$ cat config.mk
export PLATFORM = sky130hd
export DESIGN_NAME = ball_handoff_sequencer_flat
export DESIGN_NICKNAME = d
export VERILOG_FILES = /design/src/rtl/handoff_pkg.sv /design/src/rtl/ball_handoff_sequencer_if.sv /design/src/rtl/handoff_frame_packer.sv /design/src/rtl/ball_handoff_sequencer.sv /design/src/flat_wrapper.sv
export SDC_FILE = /design/constraint.sdc
export NUM_CORES = 1
export LEC_CHECK = 0
export ABC_AREA = 1
export CAP_MARGIN = 20
export CORE_ASPECT_RATIO = 0.75
export CORE_UTILIZATION = 45
export CTS_CLUSTER_SIZE = 30
export DETAILED_ROUTE_END_ITERATION = 10
export PLACE_DENSITY = 0.64
export SYNTH_ARGS = -nofsm -noshare
export SYNTH_HDL_FRONTEND = slang
export SYNTH_SLANG_ARGS = --single-unit
$ cat constraint.sdc
create_clock -name clk_25MHZ -period 2 [get_ports clk_25MHZ]
set_clock_uncertainty 0.1 [all_clocks]
set_input_delay 0.4 -clock clk_25MHZ [delete_from_list [all_inputs] [get_ports clk_25MHZ]]
set_output_delay 0.4 -clock clk_25MHZ [all_outputs]
set_load 0.03 [all_outputs]
$ cat src/rtl/handoff_pkg.sv
// Shared types and constants for the ball handoff sequencer: FSM states,
// frame layout and parameter defaults.
package handoff_pkg;

  typedef enum logic [2:0] {
    S_IDLE,
    S_START,
    S_SEND,
    S_WAIT_DONE,
    S_BACKOFF,
    S_REPORT
  } state_t;

  localparam int FRAME_LEN = 5;

  // B0 carries the two high Y bits at the top and the lose flag at bit 0.
  localparam int   B0_Y_HI_MSB = 7;
  localparam int   B0_Y_HI_LSB = 6;
  localparam int   B0_LOSE_BIT = 0;
  localparam logic LOSE_FLAG   = 1'b1;

  localparam int DEF_MAX_RETRY   = 3;
  localparam int DEF_TIMEOUT_CYC = 25000;
  localparam int DEF_BACKOFF_CYC = 2500;

  typedef struct packed {
    logic       is_lose;
    logic [9:0] y;
    logic [7:0] vy;
    logic [1:0] gravity;
    logic       fast;
  } frame_fields_t;

endpackage

$ cat src/rtl/ball_handoff_sequencer_if.sv
// Byte-stream link between the handoff sequencer and the I2C master engine.
interface ball_handoff_sequencer_if;
  // A byte moves on a rising clk edge where i2c_tx_valid && i2c_tx_ready; while
  // valid is high, data is held stable and valid is not withdrawn until accepted.
  logic       i2c_start;
  logic [7:0] i2c_tx_data;
  logic       i2c_tx_valid;
  logic       i2c_tx_ready;
  logic       i2c_done;
  logic       i2c_nack;

  modport master (
    output i2c_start, i2c_tx_data, i2c_tx_valid,
    input  i2c_tx_ready, i2c_done, i2c_nack
  );

  modport slave (
    input  i2c_start, i2c_tx_data, i2c_tx_valid,
    output i2c_tx_ready, i2c_done, i2c_nack
  );
endinterface

$ cat src/rtl/handoff_frame_packer.sv
// Maps the latched frame fields and the current byte index to the outgoing byte.
module handoff_frame_packer
  import handoff_pkg::*;
(
  input  frame_fields_t fields,
  input  logic [2:0]    byte_idx,
  output logic [7:0]    tx_byte
);

  always_comb begin
    tx_byte = '0;
    case (byte_idx)
      3'd0: begin
        tx_byte[B0_Y_HI_MSB:B0_Y_HI_LSB] = fields.y[9:8];
        tx_byte[B0_LOSE_BIT]             = fields.is_lose;
      end
      3'd1:    tx_byte = fields.y[7:0];
      3'd2:    tx_byte = fields.vy;
      3'd3:    tx_byte = {6'b0, fields.gravity};
      3'd4:    tx_byte = {7'b0, fields.fast};
      default: tx_byte = '0;
    endcase
  end

endmodule

$ cat src/rtl/ball_handoff_sequencer.sv
// Sends a 5-byte ball or lose frame over I2C on a trigger edge, with timeout,
// bounded retries separated by a backoff wait, and completion/overrun reporting.
module ball_handoff_sequencer
  import handoff_pkg::*;
#(
  parameter int MAX_RETRY   = DEF_MAX_RETRY,
  parameter int TIMEOUT_CYC = DEF_TIMEOUT_CYC,
  parameter int BACKOFF_CYC = DEF_BACKOFF_CYC
) (
  input  logic                            clk_25MHZ,
  input  logic                            reset_n,
  input  logic                            ball_send_trigger,
  input  logic                            send_lose_information,
  input  logic [9:0]                      ball_y_in,
  input  logic [7:0]                      ball_vy_in,
  input  logic [1:0]                      gravity_in,
  input  logic                            fast_speed_in,
  ball_handoff_sequencer_if.master        i2c,
  output logic                            busy,
  output logic                            frame_ok,
  output logic                            frame_fail,
  output logic                            overrun,
  output state_t                          dbg_state
);

  localparam int TMO_W = $clog2(TIMEOUT_CYC + 1);
  localparam int BO_W  = (BACKOFF_CYC > 1) ? $clog2(BACKOFF_CYC + 1) : 1;
  localparam int RTY_W = (MAX_RETRY > 0) ? $clog2(MAX_RETRY + 1) : 1;

  state_t            state_q, state_d;
  frame_fields_t     fields_q, fields_d;
  logic [2:0]        byte_idx_q, byte_idx_d;
  logic [TMO_W-1:0]  tmo_cnt_q, tmo_cnt_d;
  logic [BO_W-1:0]   bo_cnt_q, bo_cnt_d;
  logic [RTY_W-1:0]  retry_q, retry_d;
  logic              ball_prev_q, ball_prev_d;
  logic              lose_prev_q, lose_prev_d;
  logic              armed_q, armed_d;
  logic              start_q, start_d;
  logic              valid_q, valid_d;
  logic              busy_q, busy_d;
  logic              ok_q, ok_d;
  logic              fail_q, fail_d;
  logic              overrun_q, overrun_d;

  logic              ball_edge, lose_edge, any_edge;
  logic              accepted, timed_out, attempt_fail;
  logic [7:0]        packed_byte;

  handoff_frame_packer u_packer (
    .fields   (fields_q),
    .byte_idx (byte_idx_q),
    .tx_byte  (packed_byte)
  );

  always_comb begin
    // armed_q keeps a level already high at reset release from looking like an edge
    ball_edge    = armed_q & ball_send_trigger & ~ball_prev_q;
    lose_edge    = armed_q & send_lose_information & ~lose_prev_q;
    any_edge     = ball_edge | lose_edge;
    accepted     = valid_q & i2c.i2c_tx_ready;
    timed_out    = (tmo_cnt_q >= TMO_W'(TIMEOUT_CYC));
    attempt_fail = 1'b0;

    ball_prev_d  = ball_send_trigger;
    lose_prev_d  = send_lose_information;
    armed_d      = 1'b1;
    state_d      = state_q;
    fields_d     = fields_q;
    byte_idx_d   = byte_idx_q;
    tmo_cnt_d    = '0;
    bo_cnt_d     = '0;
    retry_d      = retry_q;
    ok_d         = 1'b0;
    fail_d       = 1'b0;
    overrun_d    = overrun_q | (any_edge & (state_q != S_IDLE));

    case (state_q)
      S_IDLE: begin
        if (any_edge) begin
          state_d    = S_START;
          retry_d    = '0;
          byte_idx_d = '0;
          fields_d   = '0;
          if (lose_edge) begin
            fields_d.is_lose = LOSE_FLAG;
          end else begin
            fields_d.is_lose = ~LOSE_FLAG;
            fields_d.y       = ball_y_in;
            fields_d.vy      = ball_vy_in;
            fields_d.gravity = gravity_in;
            fields_d.fast    = fast_speed_in;
          end
        end
      end
      S_START: begin
        state_d    = S_SEND;
        byte_idx_d = '0;
      end
      S_SEND: begin
        if (i2c.i2c_nack || timed_out) begin
          attempt_fail = 1'b1;
        end else if (accepted) begin
          byte_idx_d = byte_idx_q + 3'd1;
          if (byte_idx_q == 3'(FRAME_LEN - 1)) state_d = S_WAIT_DONE;
        end else begin
          tmo_cnt_d = tmo_cnt_q + 1'b1;
        end
      end
      S_WAIT_DONE: begin
        // a done that coincides with a nack is a failed attempt
        if (i2c.i2c_nack || timed_out) begin
          attempt_fail = 1'b1;
        end else if (i2c.i2c_done) begin
          state_d = S_REPORT;
          ok_d    = 1'b1;
        end else begin
          tmo_cnt_d = tmo_cnt_q + 1'b1;
        end
      end
      S_BACKOFF: begin
        if (bo_cnt_q >= BO_W'(BACKOFF_CYC - 1)) state_d = S_START;
        else                                     bo_cnt_d = bo_cnt_q + 1'b1;
      end
      S_REPORT: state_d = S_IDLE;
      default:  state_d = S_IDLE;
    endcase

    if (attempt_fail) begin
      if (retry_q < RTY_W'(MAX_RETRY)) begin
        state_d = S_BACKOFF;
        retry_d = retry_q + 1'b1;
      end else begin
        state_d = S_REPORT;
        fail_d  = 1'b1;
      end
    end

    start_d = (state_d == S_START);
    valid_d = (state_d == S_SEND);
    busy_d  = (state_d != S_IDLE);
  end

  always_ff @(posedge clk_25MHZ or negedge reset_n) begin
    if (!reset_n) begin
      state_q     <= S_IDLE;
      fields_q    <= '0;
      byte_idx_q  <= '0;
      tmo_cnt_q   <= '0;
      bo_cnt_q    <= '0;
      retry_q     <= '0;
      ball_prev_q <= 1'b0;
      lose_prev_q <= 1'b0;
      armed_q     <= 1'b0;
      start_q     <= 1'b0;
      valid_q     <= 1'b0;
      busy_q      <= 1'b0;
      ok_q        <= 1'b0;
      fail_q      <= 1'b0;
      overrun_q   <= 1'b0;
    end else begin
      state_q     <= state_d;
      fields_q    <= fields_d;
      byte_idx_q  <= byte_idx_d;
      tmo_cnt_q   <= tmo_cnt_d;
      bo_cnt_q    <= bo_cnt_d;
      retry_q     <= retry_d;
      ball_prev_q <= ball_prev_d;
      lose_prev_q <= lose_prev_d;
      armed_q     <= armed_d;
      start_q     <= start_d;
      valid_q     <= valid_d;
      busy_q      <= busy_d;
      ok_q        <= ok_d;
      fail_q      <= fail_d;
      overrun_q   <= overrun_d;
    end
  end

  assign i2c.i2c_start    = start_q;
  assign i2c.i2c_tx_valid = valid_q;
  assign i2c.i2c_tx_data  = valid_q ? packed_byte : 8'h00;
  assign busy             = busy_q;
  assign frame_ok         = ok_q;
  assign frame_fail       = fail_q;
  assign overrun          = overrun_q;
  assign dbg_state        = state_q;

endmodule

$ cat src/flat_wrapper.sv
// flat-port wrapper written by rule: the top's interface ports become plain ports
module ball_handoff_sequencer_flat import handoff_pkg::*;
#(
  parameter int MAX_RETRY   = DEF_MAX_RETRY,
  parameter int TIMEOUT_CYC = DEF_TIMEOUT_CYC,
  parameter int BACKOFF_CYC = DEF_BACKOFF_CYC
)
  (clk_25MHZ, reset_n, ball_send_trigger, send_lose_information, ball_y_in, ball_vy_in, gravity_in, fast_speed_in, busy, frame_ok, frame_fail, overrun, dbg_state, i2c_i2c_start, i2c_i2c_tx_data, i2c_i2c_tx_valid, i2c_i2c_tx_ready, i2c_i2c_done, i2c_i2c_nack);
  ball_handoff_sequencer_if i2c_i ();
  input  logic clk_25MHZ;
  input  logic reset_n;
  input  logic ball_send_trigger;
  input  logic send_lose_information;
  input  logic [9:0] ball_y_in;
  input  logic [7:0] ball_vy_in;
  input  logic [1:0] gravity_in;
  input  logic fast_speed_in;
  output logic busy;
  output logic frame_ok;
  output logic frame_fail;
  output logic overrun;
  output state_t dbg_state;
  output wire logic [$bits(i2c_i.i2c_start)-1:0] i2c_i2c_start;
  output wire logic [$bits(i2c_i.i2c_tx_data)-1:0] i2c_i2c_tx_data;
  output wire logic [$bits(i2c_i.i2c_tx_valid)-1:0] i2c_i2c_tx_valid;
  input wire logic [$bits(i2c_i.i2c_tx_ready)-1:0] i2c_i2c_tx_ready;
  input wire logic [$bits(i2c_i.i2c_done)-1:0] i2c_i2c_done;
  input wire logic [$bits(i2c_i.i2c_nack)-1:0] i2c_i2c_nack;
  assign i2c_i2c_start = i2c_i.i2c_start;
  assign i2c_i2c_tx_data = i2c_i.i2c_tx_data;
  assign i2c_i2c_tx_valid = i2c_i.i2c_tx_valid;
  assign i2c_i.i2c_tx_ready = i2c_i2c_tx_ready;
  assign i2c_i.i2c_done = i2c_i2c_done;
  assign i2c_i.i2c_nack = i2c_i2c_nack;
  ball_handoff_sequencer #(.MAX_RETRY(MAX_RETRY), .TIMEOUT_CYC(TIMEOUT_CYC), .BACKOFF_CYC(BACKOFF_CYC)) u_core (.clk_25MHZ(clk_25MHZ), .reset_n(reset_n), .ball_send_trigger(ball_send_trigger), .send_lose_information(send_lose_information), .ball_y_in(ball_y_in), .ball_vy_in(ball_vy_in), .gravity_in(gravity_in), .fast_speed_in(fast_speed_in), .i2c(i2c_i), .busy(busy), .frame_ok(frame_ok), .frame_fail(frame_fail), .overrun(overrun), .dbg_state(dbg_state));
endmodule
==> results of run 1 <==
worst register-to-register path, delay by kind of cell, from the launching register on:
kind / cells / cell delay, ns
buf+inv: 1 / 0.21
simple gates: 7 / 0.73
fa+ha+maj: 1 / 0.26
flops: 1 / 0.41
cells by family after synthesis:
family,Yosys count,share of synthesized area [%]
compound gates,60,10.59
fa+ha+maj,9,3.466
xor+xnor,7,1.887
flops,66,50.83
buf+inv,66,7.970
simple gates,181,25.14
other cells,1,0.1154
flip-flops by register name, summed over array words and instances (netlist names):
name	flops
u_core.tmo_cnt_q	15
u_core.byte_idx_q	3
u_core.overrun	1
u_core.lose_prev_q	1
u_core.i2c.i2c_tx_valid	1
u_core.ball_prev_q	1
u_core.fields_q	22
u_core.busy	1
u_core.i2c.i2c_start	1
u_core.frame_ok	1
u_core.retry_q	2
u_core.frame_fail	1
u_core.armed_q	1
u_core.bo_cnt_q	12
u_core.dbg_state	3
path summary, 6_finish.rpt:
check | start | end | cells past startpoint
min in group asynchronous | reset_n | u_core.bo_cnt_q[8]$_DFF_PN0_ | 2
worst max register to register | u_core.bo_cnt_q[0]$_DFF_PN0_ | u_core.bo_cnt_q[6]$_DFF_PN0_ | 9
worst min register to register | u_core.tmo_cnt_q[0]$_DFF_PN0_ | u_core.tmo_cnt_q[0]$_DFF_PN0_ | 1
worst max-delay path | u_core.byte_idx_q[1]$_DFFE_PN0P_ | i2c_i2c_tx_data[0] | 7
max in group asynchronous | reset_n | u_core.byte_idx_q[1]$_DFFE_PN0P_ | 3
worst min-delay path | u_core.tmo_cnt_q[0]$_DFF_PN0_ | u_core.tmo_cnt_q[0]$_DFF_PN0_ | 1
routing by layer:
metal	GRT usage, %	share of wire (%)
met1	29.60	53
met2	29.98	43
met3	5.688	3.0
met4	6.763	1.1
met5	0	0
layout make-up:
cell class | instances | area (µm²)
clock buffers | 10 | 127.6
clock inverters | 6 | 57.56
fillers | 620 | 2580
inverters | 58 | 225.2
multi-input cells | 258 | 1461
flip-flops and latches | 66 | 1653
well taps | 98 | 122.6
repair buffers | 67 | 669.4
what timing repair did:
| item | 4_1_cts | 5_1_grt |
|---|---|---|
| endpoints found under the setup margin | 10 | 12 |
| resized for setup | 49 | 17 |
| endpoints found under the hold margin | 17 | 0 |
| hold buffers | 1 | 0 |
| pin swaps | 8 | 4 |
report_power, final:
part           leakage (nW)  internal, mW  switching (mW)
logic                  1.03         0.488           0.756
clock network        0.0958         0.567           0.505
registers             0.868          1.62           0.177
total                  2.00          2.67            1.44
synth_stat cells (all sizes together):
| cell type | instances | area (µm²) |
|---|---|---|
| a211oi | 1 | 7.510 |
| a21oi | 16 | 98.85 |
| a311oi | 1 | 8.760 |
| a31oi | 1 | 6.260 |
| buf | 4 | 26.27 |
| clkbuf | 4 | 15.01 |
| clkinv | 1 | 3.750 |
| conb | 1 | 3.750 |
| dfrtp | 66 | 1652 |
| ha | 9 | 112.6 |
| inv | 57 | 214.0 |
| nand2 | 77 | 301.5 |
| nand3 | 35 | 180.2 |
| nand3b | 2 | 15.01 |
| nand4 | 6 | 37.54 |
| nor2 | 53 | 231.5 |
| nor3 | 5 | 30.03 |
| nor3b | 2 | 15.01 |
| o21a | 1 | 7.510 |
| o21ai | 35 | 182.7 |
| o21bai | 1 | 7.510 |
| o22ai | 4 | 25.02 |
| or2 | 1 | 6.260 |
| xnor2 | 2 | 17.52 |
| xor2 | 5 | 43.79 |
stage by stage:
stage / worst slack (ns) / TNS, ns / instance area (µm²) / util (%)
final: -0.2459 / -1.287 / 4317 / 62.59
after global routing: -0.3026 / -1.907 / 4317 / 62.59
after CTS: -0.2067 / -1.272 / 4250 / 61.63
after detailed placement: -0.3441 / -0.6398 / 3954 / 57.33
after global placement: -0.3444 / -0.6477 / 3954 / 57.33
after floorplan: 0.09349 / 0 / 3249 / -
cells in the final DEF (no fill, tap or decap), types with 8 or more instances in the layout:
cell | netlist | final
buf_6 | 1 | 11
buf_4 | 0 | 16
nand3_1 | 34 | 34
clkdlybuf4s50_1 | 0 | 32
nor2_1 | 46 | 45
nand2_1 | 74 | 68
dfrtp_1 | 66 | 65
inv_2 | 5 | 8
clkbuf_8 | 0 | 9
inv_1 | 52 | 48
a21oi_1 | 13 | 9
o21ai_0 | 33 | 29
==> impl_results.md, run 1 <==
- Syn_nets: 427
- Syn Inst Count: 390
- Drt pass-1 iters: 4
- Synthesis-to-layout area growth: 32.85%
- Gpl congestion: 0.7850
- Grt ovf: 0
- Share of cells above drive strength 1: around a fifth
- Fmax: 445.3 MHz
- N_diodes: 0
- Die width: 100.1 µm
- WL final: 7.102 mm
- WP buf/inv: 2
- Initial antenna violation count: 0
- Starting Density: 47.12%
- Worst Setup Slack, final: -0.2459 ns
- Io pins: 45
- LEAKAGE: 1.995 nW
- Worst vdd ir: 411.9 µV
- Via/cell ratio: between 4 and 5
- CP max FO: 4
- Period minus WS final: 2.246 ns
- Synth warn: 0
- Yosys reg bits: 66
- Hold slack: 0.3684 ns
- Remaining DRCs: 0
- Distinct cells, synth: 36
- Critical path, cell by cell: ha_2, ha_4, inv_2, o21ai_2, a311oi_1, nor2_1, buf_4
- CTS H-tree depth: 3
- Setup crit start kind: flop
- Largest net degree at the start of global routing: 26
- Core Footprint: 6897 µm²
- CTS sink cnt: 66
- 1st-iter DRT viols: 115
- CP Data Required Time: around 1.5 ns
- Kind of end point of the critical path: output pin
- Period utilization: 112.3%
- Class of the most critical setup path: reg -> out
- Finished Layout Cells: about 560
- CTS Buffer Depth: 2
- CTS Buf Count: 9
- Nets: 497
- CP max stage delay: 0.45 ns
- Clock-pin slew on the worst setup and hold paths: 0.07 ns
- Reg-to-reg setup timing slack: 0.20 ns
- Pins Over Slew Limit: 0
- Wirelength per Cell: 12.61 µm
- Via count: 2,673
- Post-DP HPWL: 5.045 mm
- Placed cell count: 546
- Row Count: 26
- Register area share after synthesis: 50.83%
- Final hold vios: 0
- Status: complete, but fails checks
- Avg Cell Area, Syn: 8.332 µm²
- First-pass GRT wire length: between 10 and 15 mm
- Post-Syn Area: 3249 µm²
- CP delay by family, top: flip-flops
- Power Total: 4.111 mW
- Vias in the first global route: approximately 2,500
- Port bufs: 44
- RSZ-0062 raised after global routing: true
- Die area: 7568 µm²
- Tot GR Track Use: 20.49%
- Slowest CP cell: dfrtp_2
- CTS tree: done
- PwrDens: 952.3 nW/µm²
- Post-CTS Setup Inserts: 0
- Max Cap Violations: 0
- Worst skew pair latency: ~0.35 ns
- Failing checks: negative setup slack
- Root buf cell: clkbuf_8
- Hold Crit Class: reg -> reg
- Worst EP arrival: ~1.8 ns
- Endpoints failing setup: 8
- Die H: 75.59 µm
- Antenna viol nets, final: 0
Power figures use the tool's default switching activity.
==> inputs of run 2 (changes only) <==
Settings changed: CTS_BUF_LIST from default to sky130_fd_sc_hd__clkbuf_16, REMOVE_ABC_BUFFERS from default to 1, SLEW_MARGIN from default to 20.
==> run 2 against run 1 <==
The run still ends with negative setup slack left. Non-clock buffer count fell by 5. Flip-flop and latch count unchanged. Sequential share of layout area is 0.55 points lower. Sequential power barely moved. Hold slack worse by 0.011 ns. Global-route usage decreased by 0.91 points. Final cell count shrank 0.89%. Critical endpoint unchanged.
==> impl_results.md, run 2 (synthesis gave the netlist of run 1 again) <==
- RSZ-0062 raised after global routing: true (unchanged)
- Die H: 75.59 µm (unchanged)
- Nets: 492 (was 497)
- Via/cell ratio: 4.751 (was 4.748)
- 1st-iter DRT viols: 106 (was 115)
- Commonest non-fill, non-tap cells in the layout: nand2_1 (69), dfrtp_1 (64), inv_1 (49) (was nand2_1 (68), dfrtp_1 (65), inv_1 (48))
- Gpl congestion: 0.7666 (was 0.7850)
- Status: complete, but fails checks (unchanged)
- Worst vdd ir: 496.0 µV (was 411.9 µV)
- Initial antenna violation count: 0 (unchanged)
- CTS tree: done (unchanged)
- Reg2Reg Depth: 9 (unchanged)
- Period minus WS final: 2.207 ns (was 2.246 ns)
- Antenna viol nets, final: 0 (unchanged)
- Largest regs: u_core.fields_q (22), u_core.tmo_cnt_q (15), u_core.bo_cnt_q (12) (unchanged)
- Wirelength per Cell: 12.45 µm (was 12.61 µm)
- Area of the multi-input gates: 1461 µm² (unchanged)
- Hold Crit Class: reg -> reg (unchanged)
- Core Footprint: 6897 µm² (unchanged)
- PwrDens: 1063 nW/µm² (was 952.3 nW/µm²)
- Setup crit start kind: flop (unchanged)
- CP Data Required Time: 1.50 ns (about the same)
- RR Startpoint: u_core.bo_cnt_q[0]$_DFF_PN0_ (unchanged)
- Tot GR Track Use: 19.58% (was 20.49%)
- Port bufs: 44 (unchanged)
- Starting Density: 47.12% (unchanged)
- Class of the most critical setup path: reg -> out (unchanged)
- Fill count: 609 (was 620)
- CTS sink cnt: 66 (unchanged)
- Fmax: 453.0 MHz (was 445.3 MHz)
- FF/Latch Area: 1654 µm² (was 1653 µm²)
- Failing checks: negative setup slack (unchanged)
- Most common cell after layout, fill and taps aside: nand2_1 (unchanged)
- CTS H-tree depth: 3 (unchanged)
- LEAKAGE: 1.986 nW (was 1.995 nW)
- CTS Buf Count: 9 (unchanged)
- First-pass GRT wire length: 11.22 mm (was 11.77 mm)
- Max Cap Violations: 0 (unchanged)
- Worst Setup Slack, final: -0.2073 ns (was -0.2459 ns)
- Worst EP arrival: 1.71 ns (was 1.75 ns)
- Die width: 100.1 µm (unchanged)
- Post-DP HPWL: 4.643 mm (was 5.045 mm)
- Root buf cell: clkbuf_16 (was clkbuf_8)
- Die area: 7568 µm² (unchanged)
- Kind of end point of the critical path: output pin (unchanged)
- Vias in the first global route: 2,375 (was 2,526)
- CP max FO: 4 (unchanged)
- Critical path, cell by cell: buf_6, ha_4, nand2_4, o22ai_2, a311oi_2, nor2_1, buf_4 (was ha_2, ha_4, inv_2, o21ai_2, a311oi_1, nor2_1, buf_4)
- Largest register FFs: 22 (unchanged)
- Hold slack: 0.3573 ns (was 0.3684 ns)
- Final hold vios: 0 (unchanged)
- N_diodes: 0 (unchanged)
- Remaining DRCs: 0 (unchanged)
- Row Count: 26 (unchanged)
- Worst skew pair latency: 0.33 ns (was 0.35 ns)
- CP max stage delay: 0.45 ns (about the same)
- Period utilization: 110.4% (was 112.3%)
- Clock-pin slew on the worst setup and hold paths: 0.05 ns (was 0.07 ns)
- Via count: 2,651 (was 2,673)
- Share of cells above drive strength 1: 19.78% (was 20.65%)
- Slowest CP cell: dfrtp_2 (unchanged)
- Pins Over Slew Limit: 0 (unchanged)
- Grt ovf: 0 (unchanged)
- Synthesis-to-layout area growth: 34.89% (was 32.85%)
- Critical Path Start: u_core.byte_idx_q[0]$_DFFE_PN0P_ (was u_core.byte_idx_q[1]$_DFFE_PN0P_)
- Biggest register: u_core.fields_q (unchanged)
- Reg2reg end: u_core.bo_cnt_q[8]$_DFF_PN0_ (was u_core.bo_cnt_q[6]$_DFF_PN0_)
- WL final: 6.948 mm (was 7.102 mm)
- Io pins: 45 (unchanged)
- Largest net degree at the start of global routing: 67 (was 26)
- Drt pass-1 iters: 4 (unchanged)
- Setup_tns: -1.171 ns (was -1.287 ns)
- Worst setup path end: i2c_i2c_tx_data[0] (unchanged)
- CTS Buffer Depth: 2 (unchanged)
- Endpoints failing setup: 8 (unchanged)
- Reg-to-reg setup timing slack: 0.23 ns (was 0.20 ns)
-- run 2: area by class of cell --
type | count | area share (%)
Clock inverter | 7 | 1.941
Timing Repair Buffer | 62 | 13.90
Sequential cell | 66 | 37.74
Clock buffer | 9 | 5.138
Tap cell | 98 | 2.798
Multi-Input combinational cell | 258 | 33.34
Inverter | 58 | 5.138
-- run 2: how the worst min path moves through the flow --
stage | from | endpoint | slack [ns] | depth (start not counted)
floorplan | reset_n | u_core.armed_q$_DFF_PN0_ | 0.004 | 0
global placement | reset_n | u_core.tmo_cnt_q[8]$_DFF_PN0_ | 0.35 | 2
detailed placement | reset_n | u_core.tmo_cnt_q[8]$_DFF_PN0_ | 0.35 | 2
CTS | u_core.tmo_cnt_q[0]$_DFF_PN0_ | u_core.tmo_cnt_q[0]$_DFF_PN0_ | 0.36 | 1
global route | u_core.tmo_cnt_q[0]$_DFF_PN0_ | u_core.tmo_cnt_q[0]$_DFF_PN0_ | 0.38 | 1
finish | u_core.tmo_cnt_q[0]$_DFF_PN0_ | u_core.tmo_cnt_q[0]$_DFF_PN0_ | 0.36 | 1
-- run 2: timing repair --
item / in CTS / in global routing
pin swaps: 9 / 3
endpoints found under the setup margin: 10 / 16
hold endpoints to repair: 12 / 0
setup buffers: 0 / 0
hold buffers: 1 / 0
cloned: 0 / 0
gates resized for setup: 49 / 14
-- run 2: report_power, final --
| part | total [mW] | leakage (nW) | internal, mW | switching (mW) |
|---|---|---|---|---|
| sequential | 1.80 | 0.867 | 1.62 | 0.174 |
| clock | 1.65 | 0.154 | 1.08 | 0.570 |
| combinational | 1.22 | 0.966 | 0.477 | 0.743 |
-- run 2: per-layer routing --
metal | track usage (%) | share of wire, % | up-vias
li1 | - | - | 1383
met1 | 28.18 | 52 | 1222
met2 | 27.63 | 43 | 37
met3 | 5.780 | 3.6 | 9
met4 | 8.213 | 1.4 | 0
met5 | 0 | 0 | -
-- run 2: worst max-delay path: cells and delay by family (launching register included) --
family / cells / cell delay, ns
adder cells (fa/ha/maj): 1 / 0.15
AO/OA/AOI/OAI: 2 / 0.34
buffers and inverters: 2 / 0.30
AND/OR/NAND/NOR: 2 / 0.15
flip-flops: 1 / 0.45
-- run 2: per-stage QoR --
stage                     utilization, %  instances  area (µm²)  total power, mW  setup slack, ns
after floorplan                        -        382        3208            2.474         -0.06764
after global placement             56.60        541        3904            2.934          -0.3402
after detailed placement           56.60        541        3904            2.944          -0.3833
after CTS                          62.84        558        4334            4.675          -0.2010
after global routing               63.55        558        4383            4.933          -0.2687
final                              63.55        558        4383            4.661          -0.2073
==> inputs of run 3 (changes only) <==
Settings changed: CORE_MARGIN from default to 8, HOLD_SLACK_MARGIN from default to 0.08.
==> run 3 against run 2 <==
The flow still finishes with violations (negative setup slack). Core utilization shrank 0.24 points. Maximum frequency shrank 0.36%. Clock power down 7%. Sequential power barely moved. Flip-flop and latch count stayed put. Worst setup slack got worse by 0.0080 ns. Critical path depth grew 1. Hold slack improved by 0.0081 ns. Final cell count increased by 0.54%. First-iteration DRC count up 23%.
==> impl_results.md, run 3 (synthesis gave the netlist of run 1 again) <==
- Wirelength per Cell: 13.55 µm (was 12.45 µm)
- Synthesis-to-layout area growth: 34.39% (was 34.89%)
- Post-DP HPWL: 5.309 mm (was 4.643 mm)
- Period minus WS final: 2.215 ns (was 2.207 ns)
- Remaining DRCs: 0 (unchanged)
- Most common cell after layout, fill and taps aside: nand2_1 (unchanged)
- Hold Path Depth: 1 (unchanged)
- CTS H-tree depth: 3 (unchanged)
- Tot GR Track Use: 16.17% (was 19.58%)
- Fmax: 451.4 MHz (was 453.0 MHz)
- Via/cell ratio: 4.834 (was 4.751)
- Port bufs: 44 (unchanged)
- Core Footprint: 6897 µm² (unchanged)
- Die H: 89.59 µm (was 75.59 µm)
- Area of the multi-input gates: 1443 µm² (was 1461 µm²)
- Class of the most critical setup path: reg -> out (unchanged)
- Critical path depth: 8 (was 7)
- Share of cells above drive strength 1: 19.22% (was 19.78%)
- Clock-pin slew on the worst setup and hold paths: 0.05 ns (about the same)
- Vias in the first global route: 2,797 (was 2,375)
- Row Count: 26 (unchanged)
- Antenna viol nets, final: 0 (unchanged)
- Die width: 114.1 µm (was 100.1 µm)
- Largest net degree at the start of global routing: 67 (unchanged)
- FF/Latch Area: 1653 µm² (was 1654 µm²)
- Commonest non-fill, non-tap cells in the layout: nand2_1 (70), dfrtp_1 (65), inv_1 (48) (was nand2_1 (69), dfrtp_1 (64), inv_1 (49))
- WL final: 7.599 mm (was 6.948 mm)
- PwrDens: 1052 nW/µm² (was 1063 nW/µm²)
- CTS Buf Count: 9 (unchanged)
- Period utilization: 110.8% (was 110.4%)
- Die area: 10,220 µm² (was 7568 µm²)
- Status: complete, but fails checks (unchanged)
- CP max stage delay: 0.45 ns (about the same)
- Worst EP arrival: 1.72 ns (was 1.71 ns)
- CP max FO: 4 (unchanged)
- Setup crit start kind: flop (unchanged)
- Final hold vios: 0 (unchanged)
- Grt ovf: 0 (unchanged)
- Power Total: 4.594 mW (was 4.661 mW)
- WP buf/inv: 4 (was 2)
- Fin util: 63.32% (was 63.55%)
- Kind of end point of the critical path: output pin (unchanged)
- Reg2Reg Depth: 9 (unchanged)
- Worst vdd ir: 553.6 µV (was 496.0 µV)
- Endpoints failing setup: 8 (unchanged)
- Biggest register: u_core.fields_q (unchanged)
- Hold Crit Class: reg -> reg (unchanged)
- Max Cap Violations: 0 (unchanged)
- Starting Density: 47.12% (unchanged)
- Largest regs: u_core.fields_q (22), u_core.tmo_cnt_q (15), u_core.bo_cnt_q (12) (unchanged)
- CTS sink cnt: 66 (unchanged)
- CP Data Required Time: 1.50 ns (about the same)
- Via count: 2,712 (was 2,651)
- Placed Area: 3926 µm² (was 3904 µm²)
- RSZ-0062 raised after global routing: true (unchanged)
- 1st-iter DRT viols: 130 (was 106)
- Placed cell count: 544 (was 541)
- Critical path, cell by cell: ha_2, ha_4, inv_2, buf_4, o22ai_4, o21ai_1, inv_1, buf_6 (was buf_6, ha_4, nand2_4, o22ai_2, a311oi_2, nor2_1, buf_4)
- Fill count: 595 (was 609)
- CTS tree: done (unchanged)
- Slowest CP cell: dfrtp_2 (unchanged)
- Finished Layout Cells: 561 (was 558)
- Final instance area: 4367 µm² (was 4383 µm²)
- Failing checks: negative setup slack (unchanged)
- Gpl congestion: 0.7933 (was 0.7666)
- Initial antenna violation count: 0 (unchanged)
- Nets: 495 (was 492)
- Drt pass-1 iters: 5 (was 4)
- Worst Setup Slack, final: -0.2154 ns (was -0.2073 ns)
- Largest register FFs: 22 (unchanged)
- LEAKAGE: 1.974 nW (was 1.986 nW)
- Hold slack: 0.3655 ns (was 0.3573 ns)
- CTS Buffer Depth: 2 (unchanged)
- Pins Over Slew Limit: 0 (unchanged)
- Worst skew pair latency: 0.33 ns (about the same)
- CP delay by family, top: flip-flops (unchanged)
- N_diodes: 0 (unchanged)
- Io pins: 45 (unchanged)
- First-pass GRT wire length: 12.94 mm (was 11.22 mm)
- Root buf cell: clkbuf_16 (unchanged)
-- run 3: changes by cell type in the layout (fill, tap and decap cells not counted), moves of 2 or more --
cell	before	now
o22ai_1	0	2
buf_4	14	17
inv_4	3	1
clkinvlp_4	1	3
o22ai_2	4	1
nand2_2	6	4
-- run 3: worst reg2reg max path: cells and delay by family, from the launching register on --
family                   cells  cell delay (ns)
AO/OA/AOI/OAI                1             0.10
adder cells (fa/ha/maj)      1             0.20
buffers and inverters        1             0.07
AND/OR/NAND/NOR              6             0.82
flip-flops                   1             0.37
-- run 3: area by class of cell --
type / count / area share [%]
clock buffer: 9 / 5.158
clock inverter: 7 / 1.605
inverter: 58 / 5.072
multi-input combinational: 258 / 33.04
sequential: 66 / 37.85
tap: 98 / 2.808
timing repair buffer: 65 / 14.47
-- run 3: where the power goes --
part	internal (mW)	total (mW)	switching (mW)
logic	0.488	1.26	0.773
registers	1.62	1.79	0.168
clock network	0.959	1.54	0.585
-- run 3: timing repair --
item / 4_1_cts / 5_1_grt
cloned: 0 / 0
resized for setup: 52 / 4
endpoints found under the hold margin: 66 / 0
hold buffers: 1 / 0
endpoints found under the setup margin: 10 / 10
buffers inserted: 0 / 0
pin swaps: 12 / 0
-- run 3: worst paths after layout --
kind,from,to,slack [ns]
setup / recovery,u_core.byte_idx_q[1]$_DFFE_PN0P_,i2c_i2c_tx_data[1],-0.22
hold / removal,u_core.tmo_cnt_q[0]$_DFF_PN0_,u_core.tmo_cnt_q[0]$_DFF_PN0_,0.37
setup reg to reg,u_core.tmo_cnt_q[0]$_DFF_PN0_,u_core.tmo_cnt_q[12]$_DFF_PN0_,0.23
hold reg to reg,u_core.tmo_cnt_q[0]$_DFF_PN0_,u_core.tmo_cnt_q[0]$_DFF_PN0_,0.37
max in group asynchronous,reset_n,u_core.byte_idx_q[1]$_DFFE_PN0P_,0.97
min in group asynchronous,reset_n,u_core.bo_cnt_q[2]$_DFF_PN0_,0.52
-- run 3: per-stage QoR --
| step | TNS [ns] | setup WS [ns] |
|---|---|---|
| 6_report | -1.228 | -0.2154 |
| 3_3_place_gp | -0.6683 | -0.3784 |
| 5_1_grt | -1.845 | -0.2890 |
| 4_1_cts | -1.062 | -0.1948 |
| 2_1_floorplan | -0.1433 | -0.06764 |
| 3_5_place_dp | -0.7057 | -0.3898 |
-- run 3: layer usage --
layer	routed length, µm	track usage, %	vias up
met5	0	0	-
met4	109	5.054	0
met3	302	4.943	8
met2	3455	26.28	36
met1	3732	20.38	1282
li1	-	-	1386
